==> src/rtl/reg_file_rd.sv <==
// reg_file_rd: 2R/1W register file with a registered valid/ready read stage.
// Define REGFILE_BYPASS_EN for write-first capture on same-edge write/read hazards.
module reg_file_rd #(
  parameter int DW = 32,
  parameter int AW = 5
) (
  input  logic          Clk,
  input  logic          Clr,
  input  logic          We,
  input  logic [AW-1:0] Wa,
  input  logic [DW-1:0] Wd,
  input  logic          Rreq,
  input  logic [AW-1:0] Ra1,
  input  logic [AW-1:0] Ra2,
  output logic          Rack,
  output logic          Rvalid,
  input  logic          Rrdy,
  output logic [DW-1:0] Rd1,
  output logic [DW-1:0] Rd2
);

  localparam int DEPTH = 1 << AW;

  logic [DW-1:0] mem [DEPTH];
  logic [DW-1:0] rdata1;
  logic [DW-1:0] rdata2;
  logic          wr_en;

  assign wr_en = We && (Wa != '0);

  // Handshake depends only on control, never on addresses or data
  assign Rack = Rreq & (~Rvalid | Rrdy) & ~Clr;

  always_ff @(posedge Clk) begin
    if (Clr) begin
      for (int i = 0; i < DEPTH; i++) begin
        mem[i] <= '0;
      end
    end else if (wr_en) begin
      mem[Wa] <= Wd;
    end
  end

  always_comb begin
    rdata1 = '0;
    rdata2 = '0;
    if (Ra1 != '0) begin
      rdata1 = mem[Ra1];
    end
    if (Ra2 != '0) begin
      rdata2 = mem[Ra2];
    end
`ifdef REGFILE_BYPASS_EN
    // wr_en already excludes address 0
    if (wr_en && (Wa == Ra1)) begin
      rdata1 = Wd;
    end
    if (wr_en && (Wa == Ra2)) begin
      rdata2 = Wd;
    end
`endif
  end

  always_ff @(posedge Clk) begin
    if (Clr) begin
      Rvalid <= 1'b0;
      Rd1    <= '0;
      Rd2    <= '0;
    end else if (Rack) begin
      Rvalid <= 1'b1;
      Rd1    <= rdata1;
      Rd2    <= rdata2;
    end else if (Rvalid && Rrdy) begin
      Rvalid <= 1'b0;
    end
  end

endmodule

==> config.mk <==
export PLATFORM = sky130hd
export DESIGN_NAME = reg_file_rd
export DESIGN_NICKNAME = d
export VERILOG_FILES = /design/src/rtl/reg_file_rd.sv
export SDC_FILE = /design/constraint.sdc
export NUM_CORES = 2
export LEC_CHECK = 0
export ABC_CLOCK_PERIOD_IN_PS = 4100
export CORE_MARGIN = 3
export CORE_UTILIZATION = 63
export DETAILED_ROUTE_END_ITERATION = 6
export PLACE_DENSITY = 0.81
export SLEW_MARGIN = 0
export SYNTH_ARGS = -nofsm -noshare
export SYNTH_HDL_FRONTEND = slang
export SYNTH_SLANG_ARGS = --single-unit
==> constraint.sdc <==
create_clock -name Clk -period 4.1 [get_ports Clk]
set_clock_uncertainty 0.15 [all_clocks]
set_input_delay 0.82 -clock Clk [delete_from_list [all_inputs] [get_ports Clk]]
set_output_delay 0.82 -clock Clk [all_outputs]
set_load 0.01 [all_outputs]
==> metrics <==
final wirelength=182000 um; Chip Width=305 um; fin. max-slew vios=0; die height=305 um; H-tree Lvls=3; GRT Total Usage=39.0%; maximum clock path buffer count=3; synthesized area=56500 um2; DRC errors left=0; share of cells above drive strength 1=25.2%; RSZ-0062 raised after global routing=no; largest net degree at the start of global routing=66; minimum clock period=3.35 ns; Max VDD drop=377 uV; Static Leak=21.5 nW; DR vias=36300; FF/Latch Area=32100 um2; CP Launch Type=primary input; Clock transition at path regs=0.06 ns; Worst-Margin Slew=1.40 ns; worst hold margin=0.342 ns; Detail Route Antenna Nets=0; CP max FO=3; area of the multi-input gates=23000 um2; pwr dens=423 nW/um2; Placer Congestion=0.985; Distinct cells, synth=45; Slew HR=6.65%; number of I/O port buffers=117; Post-synth ARST share=0%; Worst Hold Class=register to register; DRT Pass-1 Iters=5; crit path capture type=output pin; post-DP HPWL=112000 um; worst reg-to-reg path cell count=4; detailed-route wire length per cell=36.4 um; upper clock frequency limit=0.298 GHz; Fillers=5574; Final nets=3780; Mapped Cells=3707; synthesized flop and latch total=1089; core area=88600 um2; # setup viols final=0; CTS tree=done; Final period util=81.8%; post-route cell area=63100 um2; clock sink count=1089; Post-Syn Area per Cell=15.2 um2; Post-Place Cell Area=59400 um2; # Post-CTS Setup Buffers=0; share of the yosys chip area belonging to registers=56.8%; Initial Util=63.7%; status=completed; Final Hold Viols=0; # rows=109; initial antenna violation count=16; Yosys warnings=0; post-DR vias/cell=7.28; worst hold path stage count=2; vias in the first global route=36900; Die Area=93300 um2; Post-CTS Resized=0; Boundary Pins=118; worst path arrival time=2.38 ns; Max Cap Violations=0; root buf cell=clkbuf_16; most common flop cell mapped by yosys=edfxtp_1; DP Worst Slack=0.606 ns; WP data required=3.13 ns; WS Path Type=primary input to output pin; hold buffers post-CTS=0; worst skew pair latency=0.70 ns; Num CTS Buffers=112; Post-synth EDFFs=1024; initial DRC count=6191; setup tns final=0 ns; gr ovfl total=0; setup ws final=0.747 ns; P&R area growth vs syn=11.7%; first-pass GRT wire length=259000 um
cell usage in the layout (no fill, tap or decap), types with 22 or more instances in the layout:
master and count:
edfxtp_1 1024, mux2_2 122, mux2_1 110, dfxtp_1 65, clkdlybuf4s50_1 108, nand2_1 66
a32o_1 32, o22ai_1 32, a221oi_1 32, conb_1 32, o211ai_1 64, buf_4 123
a22oi_1 32, and2_1 992, a221o_1 32, mux4_2 440, nor2_4 28, clkbuf_16 113
clkbuf_1 22, o221ai_1 32, clkinv_1 33, buf_12 33, o21ai_1 32, or2_2 31
mux2i_1 80
per-layer routing:
layer,share of wire (%),up-vias,GRT usage (%)
met5,0.047,-,0
met4,8.6,12,27.4
met3,14,718,9.67
met2,45,3189,58.3
met1,33,18200,51.0
li1,-,14300,-
registers in the layout (all words and copies together) (netlist names):
signal	flops
mem	1024
Rd1	32
Rvalid	1
Rd2	32
cells by family after synthesis:
family / count (synthesis) / synth area share, %
simple gates: 1155 / 12.4
compound gates: 290 / 4.06
other cells: 1 / 0.00664
flops: 1089 / 56.8
mux: 752 / 23.6
buf+inv: 420 / 3.18
power by group:
group / total, mW / switching, mW / internal (mW)
registers: 13.2 / 0.394 / 12.8
logic: 3.19 / 1.79 / 1.39
clock network: 10.3 / 4.39 / 5.90
total: 26.7 / 6.58 / 20.1
worst max-delay path, cell delays in order:
cell and delay, ns:
clkdlybuf4s50_1 0.55, nand2b_1 0.15, nand2b_1 0.24, inv_1 0.08, clkdlybuf4s50_1 0.54
path summary, 6_finish.rpt:
kind               start       to  slack [ns]
max                 Rreq     Rack        0.75
min              Rd2[25]  Rd2[25]        0.34
max reg2reg  mem[12][27]  Rd1[27]        1.75
min reg2reg      Rd2[25]  Rd2[25]        0.34
through the flow:
step | cells | utilization, % | power, mW
6_report | 4995 | 71.1 | 26.7
5_1_grt | 4987 | 71.1 | 27.2
4_1_cts | 4987 | 71.1 | 26.6
3_5_place_dp | 4779 | 67.0 | 16.5
3_3_place_gp | 4779 | 67.0 | 16.4
2_1_floorplan | 3738 | - | 15.1
cell usage after synthesis (2+ instances only):
master | number | area, um2
edfxtp_1 | 1024 | 30700
and2_1 | 992 | 6210
mux4_2 | 440 | 9910
clkbuf_1 | 302 | 1130
mux2_2 | 122 | 1370
mux2_1 | 110 | 1240
mux2i_1 | 80 | 801
nand2_1 | 67 | 251
dfxtp_1 | 65 | 1300
o211ai_1 | 64 | 480
buf_2 | 57 | 285
nor2_1 | 36 | 135
a221o_1 | 32 | 320
a221oi_1 | 32 | 280
a22oi_1 | 32 | 240
a32o_1 | 32 | 320
o21ai_1 | 32 | 160
o221ai_1 | 32 | 280
o22ai_1 | 32 | 200
or2_2 | 27 | 169
buf_6 | 16 | 180
inv_1 | 13 | 48.8
clkinv_1 | 12 | 45.0
buf_1 | 11 | 41.3
buf_4 | 8 | 60.1
nand2b_1 | 4 | 25.0
nand3b_1 | 4 | 30.0
or2_1 | 4 | 25.0
or3_1 | 3 | 18.8
a21oi_1 | 2 | 10.0
nand4bb_1 | 2 | 22.5
nor2b_1 | 2 | 12.5
nor3_1 | 2 | 10.0
nor3b_1 | 2 | 15.0
or3b_2 | 2 | 17.5
final cells by class:
cell class,count,area share [%]
inverter,26,0.155
timing repair buffer,270,4.34
tap,1165,2.31
clock inverter,64,1.02
clock buffer,144,4.81
multi-input combinational,2229,36.5
sequential,1089,50.8
antenna,8,0.0317
Power figures use the tool's default switching activity.
